$ cat src/rtl/hawk_axird_master.sv
// hawk_axird_master: single-beat AXI4 read master with a credit-reserved, in-order response FIFO.
// Optional sticky RRESP error flag is built when HAWK_AXIRD_RRESP_CHECK_EN is defined.
`ifndef HACD_AXI4_DATA_WIDTH
`define HACD_AXI4_DATA_WIDTH 64
`endif
`ifndef HACD_AXI4_ADDR_WIDTH
`define HACD_AXI4_ADDR_WIDTH 64
`endif
`ifndef HACD_AXI4_ID_WIDTH
`define HACD_AXI4_ID_WIDTH 4
`endif
`ifndef HACD_AXI4_USER_WIDTH
`define HACD_AXI4_USER_WIDTH 1
`endif
`ifndef HACD_AXI4_BURST_SIZE
`define HACD_AXI4_BURST_SIZE 3'd3
`endif
`ifndef HACD_AXI4_BURST_TYPE
`define HACD_AXI4_BURST_TYPE 2'b01
`endif
`ifndef HACD_AXI_MASTER_FIFO_DEPTH
`define HACD_AXI_MASTER_FIFO_DEPTH 8
`endif

module hawk_axird_master #(
  parameter int         DATA_WIDTH      = `HACD_AXI4_DATA_WIDTH,
  parameter int         ADDR_WIDTH      = `HACD_AXI4_ADDR_WIDTH,
  parameter int         ID_WIDTH        = `HACD_AXI4_ID_WIDTH,
  parameter int         USER_WIDTH      = `HACD_AXI4_USER_WIDTH,
  parameter logic [2:0] BURST_SIZE      = `HACD_AXI4_BURST_SIZE,
  parameter logic [1:0] BURST_TYPE      = `HACD_AXI4_BURST_TYPE,
  parameter int         FIFO_DEPTH      = `HACD_AXI_MASTER_FIFO_DEPTH,
  parameter int         MAX_OUTSTANDING = 8
) (
  input  logic                  clk,
  input  logic                  rst_n,
  output logic                  rdfifo_empty,
  output logic                  rd_err,
  input  logic [ADDR_WIDTH-1:0] s_axi_araddr,
  input  logic                  s_axi_arvalid,
  output logic                  s_axi_arready,
  output logic [DATA_WIDTH-1:0] s_axi_rdata,
  output logic [1:0]            s_axi_rresp,
  output logic                  s_axi_rvalid,
  input  logic                  s_axi_rready,
  output logic [ID_WIDTH-1:0]   m_axi_arid,
  output logic [ADDR_WIDTH-1:0] m_axi_araddr,
  output logic [7:0]            m_axi_arlen,
  output logic [2:0]            m_axi_arsize,
  output logic [1:0]            m_axi_arburst,
  output logic [2:0]            m_axi_arprot,
  output logic                  m_axi_arlock,
  output logic [3:0]            m_axi_arcache,
  output logic [3:0]            m_axi_arqos,
  output logic [3:0]            m_axi_arregion,
  output logic [USER_WIDTH-1:0] m_axi_aruser,
  output logic                  m_axi_arvalid,
  input  logic                  m_axi_arready,
  input  logic [ID_WIDTH-1:0]   m_axi_rid,
  input  logic [DATA_WIDTH-1:0] m_axi_rdata,
  input  logic [1:0]            m_axi_rresp,
  input  logic                  m_axi_rlast,
  input  logic [USER_WIDTH-1:0] m_axi_ruser,
  input  logic                  m_axi_rvalid,
  output logic                  m_axi_rready
);

  localparam int PW = $clog2(FIFO_DEPTH);
  localparam int OW = $clog2(MAX_OUTSTANDING) + 1;
  localparam int CW = PW + 1;
  localparam int EW = DATA_WIDTH + 2;

  typedef enum logic {IDLE, ISSUE} ar_state_t;

  ar_state_t             state_q, state_d;
  logic                  run_q;
  logic [ADDR_WIDTH-1:0] araddr_q;
  logic [OW-1:0]         outstanding_q;
  logic [CW-1:0]         occupancy_q;
  logic [PW:0]           wr_ptr_q, rd_ptr_q;
  logic [EW-1:0]         mem_q [FIFO_DEPTH];
  logic [EW-1:0]         out_q;
  logic                  out_valid_q;
  logic [31:0]           credit_sum;
  logic                  credit_ok, ar_accept, push, pop, load_out, fifo_full, fifo_empty;
  logic                  unused_ok;

  assign unused_ok = ^{m_axi_rid, m_axi_rlast, m_axi_ruser};

  assign m_axi_arid     = '0;
  assign m_axi_araddr   = araddr_q;
  assign m_axi_arlen    = '0;
  assign m_axi_arsize   = BURST_SIZE;
  assign m_axi_arburst  = BURST_TYPE;
  assign m_axi_arprot   = 3'b010;
  assign m_axi_arlock   = 1'b0;
  assign m_axi_arcache  = '0;
  assign m_axi_arqos    = '0;
  assign m_axi_arregion = '0;
  assign m_axi_aruser   = '0;

  // FIFO space is reserved when the client request is accepted, not when the AR issues
  assign credit_sum = 32'(outstanding_q) + 32'(occupancy_q);
  assign credit_ok  = (credit_sum < 32'(FIFO_DEPTH)) && (outstanding_q < OW'(MAX_OUTSTANDING));

  always_comb begin
    state_d       = state_q;
    s_axi_arready = run_q && (state_q == IDLE) && credit_ok;
    m_axi_arvalid = (state_q == ISSUE);
    ar_accept     = s_axi_arvalid && s_axi_arready;
    unique case (state_q)
      IDLE:    if (ar_accept) state_d = ISSUE;
      ISSUE:   if (m_axi_arready) state_d = IDLE;
      default: state_d = IDLE;
    endcase
  end

  always_ff @(posedge clk) begin
    if (!rst_n) begin
      state_q  <= IDLE;
      run_q    <= 1'b0;
      araddr_q <= '0;
    end else begin
      state_q <= state_d;
      run_q   <= 1'b1;
      if (ar_accept) araddr_q <= s_axi_araddr;
    end
  end

  assign fifo_empty   = (wr_ptr_q == rd_ptr_q);
  assign fifo_full    = (wr_ptr_q[PW] != rd_ptr_q[PW]) && (wr_ptr_q[PW-1:0] == rd_ptr_q[PW-1:0]);
  assign m_axi_rready = !fifo_full;
  // A beat arriving with nothing outstanding is a protocol error and is discarded
  assign push         = m_axi_rvalid && m_axi_rready && (outstanding_q != '0);
  assign pop          = out_valid_q && s_axi_rready;
  assign load_out     = !fifo_empty && (!out_valid_q || s_axi_rready);

  always_ff @(posedge clk) begin
    if (!rst_n) begin
      outstanding_q <= '0;
      occupancy_q   <= '0;
      wr_ptr_q      <= '0;
      rd_ptr_q      <= '0;
      out_valid_q   <= 1'b0;
      out_q         <= '0;
    end else begin
      unique case ({ar_accept, push})
        2'b10:   outstanding_q <= outstanding_q + OW'(1);
        2'b01:   outstanding_q <= outstanding_q - OW'(1);
        default: outstanding_q <= outstanding_q;
      endcase
      unique case ({push, pop})
        2'b10:   occupancy_q <= occupancy_q + CW'(1);
        2'b01:   occupancy_q <= occupancy_q - CW'(1);
        default: occupancy_q <= occupancy_q;
      endcase
      if (push) wr_ptr_q <= wr_ptr_q + (PW+1)'(1);
      if (load_out) begin
        rd_ptr_q    <= rd_ptr_q + (PW+1)'(1);
        out_q       <= mem_q[rd_ptr_q[PW-1:0]];
        out_valid_q <= 1'b1;
      end else if (pop) begin
        out_valid_q <= 1'b0;
      end
    end
  end

  always_ff @(posedge clk) begin
    if (push) mem_q[wr_ptr_q[PW-1:0]] <= {m_axi_rresp, m_axi_rdata};
  end

  assign s_axi_rvalid = out_valid_q;
  assign s_axi_rdata  = out_q[DATA_WIDTH-1:0];
  assign s_axi_rresp  = out_q[EW-1 -: 2];
  assign rdfifo_empty = (occupancy_q == '0);

`ifdef HAWK_AXIRD_RRESP_CHECK_EN
  always_ff @(posedge clk) begin
    if (!rst_n)                           rd_err <= 1'b0;
    else if (pop && s_axi_rresp != 2'b00) rd_err <= 1'b1;
  end
`else
  assign rd_err = 1'b0;
`endif

endmodule

$ cat config.mk
export PLATFORM = sky130hd
export DESIGN_NAME = hawk_axird_master
export DESIGN_NICKNAME = d
export VERILOG_FILES = /design/src/rtl/hawk_axird_master.sv
export SDC_FILE = /design/constraint.sdc
export NUM_CORES = 1
export LEC_CHECK = 0
export BUFFER_PORTS_ARGS = -buffer_cell sky130_fd_sc_hd__buf_2
export CAP_MARGIN = 20
export CORE_MARGIN = 10
export CORE_UTILIZATION = 23
export DETAILED_ROUTE_END_ITERATION = 16
export PLACE_DENSITY_LB_ADDON = 0.2
export SETUP_SLACK_MARGIN = 0.1
export SLEW_MARGIN = 5
export SYNTH_ARGS = -nofsm -noshare
export SYNTH_HDL_FRONTEND = slang
export SYNTH_SLANG_ARGS = --single-unit
$ cat constraint.sdc
create_clock -name clk -period 6.7 [get_ports clk]
set_input_delay 1.34 -clock clk [delete_from_list [all_inputs] [get_ports clk]]
set_output_delay 1.34 -clock clk [all_outputs]
set_load 0.005 [all_outputs]
After elaboration in Yosys (flattened, before gate mapping)
Memory sizes are Yosys's and may differ from the RTL's. A register that Yosys moved wholly into a read port is not among the register bits.
Cells that the tools add are included.
{ "word_totals": {"reg_bits": 83, "mem_bits_rw": 528, "in_bits": 142, "output_inout_bits": 170, "wordCells": 55, "memories": 1} }
{ "op_classes": {"add_sub_neg": 7, "n_lt_le_gt_ge": 2, "n_eq_ne": 7, "n_mux": 10, "n_bitwise": 1, "n_reduce_logical": 19} }
{ "mem_list": {"columns": ["name", "depth", "word_bits", "read_ports", "rd_ports_with_merged_regs", "wr", "line_no", "source"], "rows": [
  ["mem_q", 8, 66, 1, 1, 1, "81", "logic [EW-1:0] mem_q [FIFO_DEPTH];"]
]} }
{ "ops": {"columns": ["cell", "n"], "rows": [
  ["$add 4x1->4 const B", 4],
  ["$pmux 4 s2", 2],
  ["$logic_and 1x1->1", 9],
  ["$sub 4x1->4 const B", 2],
  ["$mux 1", 7],
  ["$reduce_bool 2->1", 3],
  ["$add 4x4->5", 1],
  ["$lt 5x4->1 const B", 1],
  ["$eq 2x1->1 const B", 2],
  ["$eq 2x2->1 const B", 2],
  ["$eq 4x4->1", 1],
  ["$logic_not 1->1", 4],
  ["$logic_not 4->1", 1],
  ["$lt 4x4->1 const B", 1],
  ["$reduce_bool 4->1", 1],
  ["$eq 3x3->1", 1],
  ["$pmux 1 s2", 1],
  ["$logic_or 1x1->1", 1],
  ["$ne 1x1->1", 1],
  ["$not 1->1", 1]
]} }

Longest topological paths before layout
Gate-level depths: netlist of the first run.
{ "logic_depth": {"depth_word": 7, "depth_mapped": 12, "ltp_nobuf": 10} }

Worst setup path after synthesis of the first run
No wires, ideal clock.
{ "synth_timing": {"path_kind": "input to register", "start": "input port m_axi_rvalid", "end": "memory mem_q[0][0] (netlist bit) (enable)", "arrival_time_ps": 6372, "path_slack_ps": -244, "path_stages": 5, "path_cell_list": "o41ai_1 -> a41o_1 -> inv_1 -> nand2b_1 -> nor3_1"} }
{ "synth_between": {"elab_chain_len": 4} }
{ "synth_lines": {"columns": ["item", "line_no", "source"], "rows": [
  ["start, declared", "64", "input logic m_axi_rvalid,"],
  ["$logic_and 1x1->1 (2 in series)", "134", "assign push = m_axi_rvalid && m_axi_rready && (outstanding_q != '0);"],
  ["named net push", "85", "logic credit_ok, ar_accept, push, pop, load_out, fifo_full, fifo_empty;"],
  ["$mux 1", "169", "if (push) mem_q[wr_ptr_q[PW-1:0]] <= {m_axi_rresp, m_axi_rdata};"],
  ["$mux 1 (not written as such)", "169", null],
  ["end, declared", "81", null]
]} }
The timed path passes the listed nets, and every way through them passes these cells.

Worst setup path in the final report of the first run
{ "layout_timing": {"start": "register outstanding_q[3]", "end": "output port s_axi_arready"} }
{ "layout_between": {"elab_chain_len": 4, "elab_cells_between_ends": 5} }
{ "layout_lines": {"columns": ["item", "line_no", "source"], "rows": [
  ["start, declared", "78", "logic [OW-1:0] outstanding_q;"],
  ["start signal, assigned", "148", "2'b10: outstanding_q <= outstanding_q + OW'(1);"],
  ["start signal, assigned", "149", "2'b01: outstanding_q <= outstanding_q - OW'(1);"],
  ["start signal, assigned", "150", "default: outstanding_q <= outstanding_q;"],
  ["$add 4x4->5", "103", "assign credit_sum = 32'(outstanding_q) + 32'(occupancy_q);"],
  ["$lt 5x4->1", "104", "assign credit_ok = (credit_sum < 32'(FIFO_DEPTH)) && (outstanding_q < OW'(MAX_OUTSTANDING));"],
  ["$logic_and 1x1->1 (*)", "104", null],
  ["$logic_and 1x1->1 (*)", "108", "s_axi_arready = run_q && (state_q == IDLE) && credit_ok;"],
  ["end, declared", "41", "output logic s_axi_arready,"]
]} }
Mark *: on every way between the ends. The rest lies on a longest branch, timed or not.

==> results of run 1 <==
-- how the worst max path moves through the flow --
stage / startpoint / end / slack (ns) / cells after the start
detailed placement: m_axi_rvalid / mem_q[2][16] / 2.70 / 7
finish: outstanding_q[3] / s_axi_arready / 3.07 / 4
global route: rd_ptr_q[0] / mem_q[2][14] / 2.83 / 6
CTS: outstanding_q[3] / s_axi_arready / 2.97 / 4
global placement: m_axi_rvalid / mem_q[2][10] / 2.74 / 7
floorplan: m_axi_rvalid / mem_q[4][0] / 1.53 / 5
-- flip-flops by register name, indices dropped and copies added (netlist names) --
signal,cells
m_axi_araddr,64
outstanding_q,4
run_q,1
wr_ptr_q,4
occupancy_q,4
out_q,66
m_axi_arvalid,1
s_axi_rvalid,1
rd_ptr_q,4
mem_q,528
-- power by group through the flow --
stage,clock [mW],combinational (mW),sequential [mW]
6_report,4.32,2.08,5.16
5_1_grt,4.68,2.34,5.21
4_1_cts,4.51,2.16,5.18
3_5_place_dp,0,2.15,5.26
3_3_place_gp,0,2.13,5.24
2_1_floorplan,0,1.49,5.16
-- routing by layer --
| metal | vias to the layer above | GRT usage | wire (µm) |
|---|---|---|---|
| met1 | 6899 | 0.131 | 29100 |
| met5 | - | 0 | 133 |
| met3 | 138 | 0.0319 | 4450 |
| li1 | 6183 | - | - |
| met4 | 20 | 0.0334 | 1640 |
| met2 | 380 | 0.171 | 31400 |
-- cells in the mapped netlist (2+ instances only) --
library cell	number	area, µm²
inv_1	10	37.5
nand3_1	68	340
buf_2	29	145
o31ai_1	2	15.0
xnor2_1	4	35.0
conb_1	2	7.51
buf_1	8	30.0
buf_6	8	90.1
or4_1	2	15.0
nor2_1	18	67.6
fa_1	2	40.0
dfxtp_1	149	2980
nand2_1	72	270
mux2i_1	67	671
buf_4	41	308
mux4_2	132	2970
ha_1	11	138
or3_1	3	18.8
edfxtp_1	528	15900
a21oi_1	84	420
nand2b_1	6	37.5
clkbuf_1	43	161
o21ai_0	133	666
nor3_1	2	10.0
o41ai_1	2	17.5
nor4_1	2	12.5
xor2_1	8	70.1
and3_1	2	12.5
-- worst max-delay path, stage by stage (launching register included) --
cell and delay [ns]:
dfxtp_1 0.41, ha_1 0.27, nor4b_1 0.59, o211a_1 0.26, buf_2 0.14
-- cells by family (layout without fill, tap and decap cells) --
family,after synthesis,after routing,share of synthesized area
DFF,677,677,0.738
buffers and inverters,140,452,0.0304
AOI/OAI and AO/OA,226,226,0.0456
muxes,199,199,0.143
other,2,37,0.000294
adders and majority gates,13,13,0.00696
and+or+nand+nor,178,178,0.0316
xor gates and xnor gates,12,12,0.00412
-- layout make-up --
| cell class | count | area, µm² | share of cell area |
|---|---|---|---|
| sequential | 677 | 18800 | 0.605 |
| timing repair buffer | 292 | 1640 | 0.0525 |
| antenna | 2 | 5.00 | 0.000161 |
| clock inverter | 41 | 470 | 0.0151 |
| inverter | 11 | 41.3 | 0.00133 |
| clock buffer | 108 | 2180 | 0.0699 |
| tap | 1488 | 1860 | 0.0598 |
| multi-input combinational | 663 | 6110 | 0.196 |
-- stage by stage --
step / worst slack, ns / util / hold slack, ns / instances
3_3_place_gp: 2.74 / 0.258 / 0.449 / 3130
4_1_cts: 2.97 / 0.282 / 0.472 / 3279
6_report: 3.07 / 0.282 / 0.468 / 3282
2_1_floorplan: 1.53 / - / 0.454 / 1480
3_5_place_dp: 2.70 / 0.258 / 0.459 / 3130
5_1_grt: 2.83 / 0.282 / 0.494 / 3280
==> results.txt, run 1 <==
Clock Root Buffer = clkbuf_16
Fin. Hold Viols = 0
Routed WL per cell = 20.3 µm
Largest net degree at the start of global routing = 130
Gr usage total = 0.105
Max-slew violations = 0
Int Pwr = 8.34 mW
Synth unique cells = 37
Skew final = 0.0245 ns
Post-DR vias/cell = 4.15
Ports = 312
Min Tclk post-route = 3.63 ns
Initial antenna violation count = 18
Layout cells sized above 1 = 0.312
Vias in the first global route = 14,393
Routed WL = 66,700 µm
Clock sink total = 677
HP Class = reg -> reg
Row cnt = 122
CTS tree = built
Maximum capacitance violations = 0
DIE AREA = 125,000 µm²
Num CTS Buffers = 80
WHS Endpoint = m_axi_araddr[4]
Commonest non-fill, non-tap cells in the layout = 528 x edfxtp_1, 269 x buf_2, 146 x dfxtp_1
Peak supply drop = 353 µV
Critical path fanouts, max = 5
Sequential fraction of the synthesis area = 0.738
CTS Hold Buffers Added = 0
# DRC = 0
R2r setup slk = 3.14 ns
Top_reg_cell synth = edfxtp_1
Fmax = 0.275 GHz
DP HPWL = 36,800 µm
Placer Congestion = 0.794
DP Area = 28,500 µm²
Power density cells = 371 nW/µm²
# setup viols final = 0
Overall power = 11.6 mW
Setup tns final = 0 ns
Number of DRC markers in iteration 0 = 788
Slew of the pin with the lowest slew margin = 0.973 ns
Final instance area = 31,200 µm²
Most common cell after layout, fill and taps aside = edfxtp_1
Period utilization = 0.542
Reg2reg start = rd_ptr_q[0]
TritonRoute pass-1 iters = 5
H-tree Lvls = 3
Setup Crit Path Kind = reg -> out
Sw frac = 0.278
Leak Pwr = 10.4 nW
Post-CTS Resized = 0
Ys Warns = 0
First-pass GRT wire length = 98,200 µm
Post-synthesis register bit count = 677
Syn avg cell area = 17.6 µm²
EDFF count, synth = 528
Die Y = 353 µm
Core area = 110,000 µm²
Nets@finish = 1,880
Post-CTS Setup Bufs = 0
WHS Path Cells = 2
Clk buf depth = 3
DR vias = 13,620
Power share of the clock group = 0.374
PortBufs = 270
Startpoint Class = flop
Fill cells = 11,115
Crit path arrival time = 2.29 ns
P&R area growth vs syn = 22.1%
Net Sw Power = 3.22 mW
RSZ-0062 raised after global routing = false
Final ANT Viol Nets = 0
Status = finished, final reports clean
Worst slew margin = 0.351
Combinational share of power = 0.180
FF-to-FF End = mem_q[2][14]
Register-to-Register Path Depth = 6
Total grt overflow = 0
Flop pwr share = 0.446
Worst EP required = 5.36 ns
Hold path start = m_axi_araddr[4]
Post-synth ARST share = 0
Reg clk slew, reported paths = 0.05 ns
Cells after synthesis = 1,447
Initial Util = 0.231
Die X = 353 µm
Mapped Area = 25,500 µm²
Setup crit end kind = primary output
Worst skew pair latency = 0.64 ns
(Power assumes the default switching activity.)
==> run 2, diff against run 1 <==
Clock period 6.7 ns to 3 ns, I/O delays scaled along.
==> results.txt, run 2 (synthesized netlist as in run 1, its figures left out) <==
Status = finished, final reports clean
CP max stage cell = or4_1
Register-to-Register Path Depth = 9 (+3)
Row cnt = 122 (unchanged)
Core area = 110,000 µm² (unchanged)
CP Cell Sequence = ha_1 -> a31oi_1 -> o2111ai_4 -> ha_1 -> ha_1 -> a21oi_2 -> a21oi_1 -> or4_1 -> a21oi_1
Hold path start = s_axi_araddr[18]
Clock Root Buffer = clkbuf_16
Max FFs per register = 528 (unchanged)
CTS tree = built
Hold_ws = 0.201 ns (-0.267 ns)
Setup Crit Path Kind = reg -> reg
Clk buf depth = 3 (unchanged)
DP HPWL = 39,500 µm (+7.3%)
Vias in the first global route = 14,445 (+0.36%)
FF-to-FF End = outstanding_q[3]
Number of DRC markers in iteration 0 = 687 (-13%)
Fin. Hold Viols = 0 (unchanged)
Ports = 312 (unchanged)
PortBufs = 270 (unchanged)
Final ANT Viol Nets = 0 (unchanged)
R2r setup slk = 0.25 ns (-2.89 ns)
CP startpoint = outstanding_q[1]
DR vias = 13,760 (+1.0%)
Final instance area = 31,600 µm² (+1.3%)
Die X = 353 µm (unchanged)
Most common cell type on the critical path = ha_1
Largest net degree at the start of global routing = 136 (+4.6%)
Post-DR vias/cell = 4.16 (+0.32%)
Period utilization = 0.915
Clock sink total = 677 (unchanged)
Routed WL = 69,300 µm (+3.9%)
HP Class = in -> reg
CTS Hold Buffers Added = 0 (unchanged)
WHS Endpoint = m_axi_araddr[18]
# setup viols final = 0 (unchanged)
Worst skew pair latency = 0.64 ns (about the same)
Num CTS Buffers = 82 (+2.5%)
Initial antenna violation count = 19 (+1)
CP max stage delay = 0.46 ns (-0.13 ns)
Total grt overflow = 0 (unchanged)
DIE AREA = 125,000 µm² (unchanged)
Min Tclk post-route = 2.75 ns
Post-CTS Setup Bufs = 0 (unchanged)
Slew of the pin with the lowest slew margin = 1.05 ns (+0.0798 ns)
First-pass GRT wire length = 101,000 µm (+3.2%)
Gr usage total = 0.109 (+0.00397)
Layout cells sized above 1 = 0.326 (+0.0144)
Power density cells = 837 nW/µm² (+130%)
Post-CTS Resized = 0 (unchanged)
Placer Congestion = 0.844 (+6.2%)
H-tree Lvls = 3 (unchanged)
Setup crit end kind = flop
RSZ-0062 raised after global routing = false
Critical path fanouts, max = 5 (unchanged)
Reg2reg start = outstanding_q[1]
Commonest non-fill, non-tap cells in the layout = 528 x edfxtp_1, 269 x buf_2, 145 x dfxtp_1
Worst slew margin = 0.298 (-0.0532)
TritonRoute pass-1 iters = 4 (-1)
Maximum capacitance violations = 0 (unchanged)
Leak Pwr = 10.6 nW (+2.0%)
Routed WL per cell = 21.0 µm (+3.2%)
Startpoint Class = flop
P&R area growth vs syn = 23.7%
Skew final = 0.0274 ns (+0.00296 ns)
Peak supply drop = 353 µV (+0.15%)
Reg clk slew, reported paths = 0.06 ns (about the same)
Max-slew violations = 0 (unchanged)
Worst EP required = 3.55 ns (-1.81 ns)
Initial Util = 0.231 (unchanged)
Crit path arrival time = 3.30 ns (+1.01 ns)
# DRC = 0 (unchanged)
Die Y = 353 µm (unchanged)
DP Area = 28,800 µm² (+1.1%)
Nets@finish = 1,903 (+1.2%)
WHS Path Cells = 3 (+1)
Most common cell after layout, fill and taps aside = edfxtp_1
Fill cells = 11,001 (-1.0%)
Fmax = 0.364 GHz
## run 2: through the flow
step / setup slack [ns] / cells / util / TNS (ns) / power, mW
after global placement: 0.0680 / 3152 / 0.261 / 0 / 16.8
after global routing: 0.101 / 3302 / 0.286 / 0 / 27.9
final: 0.254 / 3305 / 0.286 / 0 / 26.4
after floorplan: -0.327 / 1480 / - / -140.10 / 14.9
after CTS: 0.158 / 3302 / 0.286 / 0 / 27.1
after detailed placement: 0.115 / 3152 / 0.261 / 0 / 16.9
## run 2: how the worst max path moves through the flow
stage / end / slack (ns) / depth (start not counted)
final: outstanding_q[3] / 0.25 / 9
after global routing: outstanding_q[3] / 0.10 / 9
after CTS: occupancy_q[3] / 0.16 / 10
after detailed placement: occupancy_q[3] / 0.11 / 11
after global placement: occupancy_q[3] / 0.07 / 11
after floorplan: mem_q[2][0] / -0.33 / 5
## run 2: critical path: cells and delay by family (launching register included)
kind / cells / cell delay [ns]
compound gates: 5 / 0.88
fa+ha+maj: 3 / 0.87
flops: 1 / 0.44
simple gates: 1 / 0.46
## run 2: where the power goes
part	leakage [nW]	internal, mW	switching, mW
clock	1.34	6.09	3.90
sequential	5.98	11.0	0.347
combinational	3.26	2.13	2.96
total	10.6	19.2	7.20
## run 2: layout make-up
| class | count | area [µm²] | share of cell area |
|---|---|---|---|
| Antenna cell | 3 | 7.51 | 0.000238 |
| Inverter | 11 | 41.3 | 0.00131 |
| Sequential cell | 677 | 18900 | 0.597 |
| Tap cell | 1488 | 1860 | 0.0590 |
| Timing Repair Buffer | 313 | 1930 | 0.0611 |
| Clock buffer | 120 | 2410 | 0.0763 |
| Clock inverter | 30 | 333 | 0.0105 |
| Multi-Input combinational cell | 663 | 6140 | 0.194 |
## run 2: per-layer routing
layer,vias up,global-route usage,routed length (µm),part of all wire
met2,397,0.177,32300,0.47
met1,6979,0.135,29700,0.43
met4,24,0.0357,1910,0.028
li1,6220,-,-,-
met5,-,0,163,0.0024
met3,140,0.0361,5180,0.075
==> run 3, diff against run 2 <==
Settings changed: CTS_BUF_LIST set to sky130_fd_sc_hd__clkbuf_4.
==> results.txt, run 3 (synthesized netlist as in run 1, its figures left out) <==
Status = finished, final reports clean
Most common cell after layout, fill and taps aside = edfxtp_1
Non-filler cells, final = 3,649 (+10%)
First-pass GRT wire length = 105,000 µm (+3.7%)
Leak Pwr = 11.3 nW (+7.2%)
Gr usage total = 0.112 (+0.00334)
Layout cells sized above 1 = 0.360 (+0.0340)
Crit path arrival time = 2.26 ns (-1.04 ns)
Worst EP required = 2.40 ns (-1.15 ns)
Die X = 353 µm (unchanged)
Routed WL = 70,700 µm (+2.0%)
DIE AREA = 125,000 µm² (unchanged)
Ports = 312 (unchanged)
Fmax = 0.350 GHz (-4.0%)
Max-slew violations = 0 (unchanged)
Min Tclk post-route = 2.86 ns (+0.113 ns)
Delay-heaviest family, CP = compound AO/OA/AOI/OAI gates
Num CTS Buffers = 189 (+130%)
Skew final = 0.0609 ns (+0.0335 ns)
TritonRoute pass-1 iters = 4 (unchanged)
Startpoint Class = flop
DP HPWL = 39,500 µm (unchanged)
P&R area growth vs syn = 28.6%
Clk buf depth = 3 (unchanged)
CP max stage cell = dfxtp_1
Max FFs per register = 528 (unchanged)
Routed WL per cell = 19.4 µm (-7.6%)
Number of DRC markers in iteration 0 = 759 (+10%)
CTS tree = built
Worst Path Buf+Inv = 1 (+1)
Final ANT Viol Nets = 0 (unchanged)
Initial Util = 0.231 (unchanged)
Placed insts = 3,152 (unchanged)
Placer Congestion = 0.844 (unchanged)
Fill cells = 11,040 (+0.35%)
CP Cell Sequence = ha_1 -> a31oi_4 -> o211a_1 -> buf_6
# setup viols final = 0 (unchanged)
Setup Crit Path Kind = reg -> out
HP Class = in -> reg
Fin. Hold Viols = 0 (unchanged)
Nets@finish = 2,153 (+13%)
Worst skew pair latency = 1.03 ns (+0.39 ns)
Core area = 110,000 µm² (unchanged)
Largest net degree at the start of global routing = 136 (unchanged)
Clock sink total = 677 (unchanged)
# DRC = 0 (unchanged)
Initial antenna violation count = 11 (-8)
Reg clk slew, reported paths = 0.05 ns (about the same)
Commonest non-fill, non-tap cells in the layout = 528 x edfxtp_1, 284 x clkbuf_4, 268 x buf_2
Post-DR vias/cell = 4.09 (-1.8%)
Total grt overflow = 0 (unchanged)
Overall power = 25.2 mW (-4.7%)
Die Y = 353 µm (unchanged)
Maximum capacitance violations = 0 (unchanged)
DR vias = 14,924 (+8.5%)
Slew of the pin with the lowest slew margin = 0.986 ns (-0.0669 ns)
Row cnt = 122 (unchanged)
Peak supply drop = 366 µV (+3.6%)
Period utilization = 0.953 (+0.0377)
Vias in the first global route = 16,178 (+12%)
RSZ-0062 raised after global routing = true
PortBufs = 270 (unchanged)
Power density cells = 768 nW/µm² (-8.3%)
Setup crit end kind = primary output
H-tree Lvls = 4 (+1)
CP max stage delay = 0.41 ns (-0.05 ns)
Critical path fanouts, max = 5 (unchanged)
Clock Root Buffer = clkbuf_4
Worst slew margin = 0.343 (+0.0446)
-- run 3: cell types whose count changed in the layout (fill, tap and decap cells not counted), moves of 5 or more --
cell,before,now
clkbuf_4,0,284
clkinv_1,4,45
clkinv_2,12,7
clkbuf_16,86,0
clkbuf_8,13,0
clkbuf_1,21,0
dlygate4sd3_1,0,141
-- run 3: power breakdown --
part	switching, mW	internal (mW)
registers	0.359	11.0
clock network	3.98	4.53
logic	3.02	2.28
-- run 3: tightest hold or removal path, delay by kind of cell --
family	cells	cell delay, ns
and+or+nand+nor	1	0.07
AOI/OAI and AO/OA	1	0.08
adders and majority gates	1	0.27
buffers and inverters	1	0.13
xor gates and xnor gates	1	0.10
-- run 3: metal layers --
metal / vias up / track usage / routed length [µm]
li1: 6863 / - / -
met1: 7412 / 0.137 / 30800
met2: 475 / 0.181 / 33000
met3: 162 / 0.0391 / 4800
met4: 12 / 0.0440 / 1970
met5: - / 0 / 69
-- run 3: what timing repair did --
item / 4_1_cts / 5_1_grt
endpoints found under the setup margin: 2 / 8
pin swaps: 0 / 2
hold buffers: 141 / 0
endpoints found under the hold margin: 600 / 0
resized for setup: 10 / 5
setup buffers: 1 / 1
-- run 3: path summary, 6_finish.rpt --
check | startpoint | slack, ns | cells after the start | end
worst max-delay path | occupancy_q[1] | 0.14 | 4 | s_axi_arready
worst min-delay path | s_axi_arvalid | 0.28 | 5 | outstanding_q[0]
worst max register to register | occupancy_q[3] | 0.24 | 11 | outstanding_q[3]
worst min register to register | m_axi_araddr[2] | 0.47 | 2 | m_axi_araddr[2]
-- run 3: cell type report --
type                            instances  area [µm²]  share of cell area
Multi-Input combinational cell        663        6180               0.188
Tap cell                             1488        1860              0.0567
Timing Repair Buffer                  456        3370               0.103
Inverter                               11        41.3             0.00126
Clock buffer                          284        2130              0.0650
Clock inverter                         65         358              0.0109
Antenna cell                            5        12.5            0.000381
Sequential cell                       677       18900               0.575
-- run 3: through the flow --
stage | util | worst slack, ns | hold slack, ns | area (µm²) | TNS (ns)
6_report | 0.297 | 0.141 | 0.284 | 32800 | 0
5_1_grt | 0.297 | -0.0365 | 0.212 | 32800 | -0.0365
4_1_cts | 0.297 | -0.0694 | 0.0715 | 32800 | -0.0694
3_5_place_dp | 0.261 | 0.115 | 0.459 | 28800 | 0
3_3_place_gp | 0.261 | 0.0680 | 0.449 | 28800 | 0
2_1_floorplan | - | -0.327 | 0.454 | 25700 | -140.10
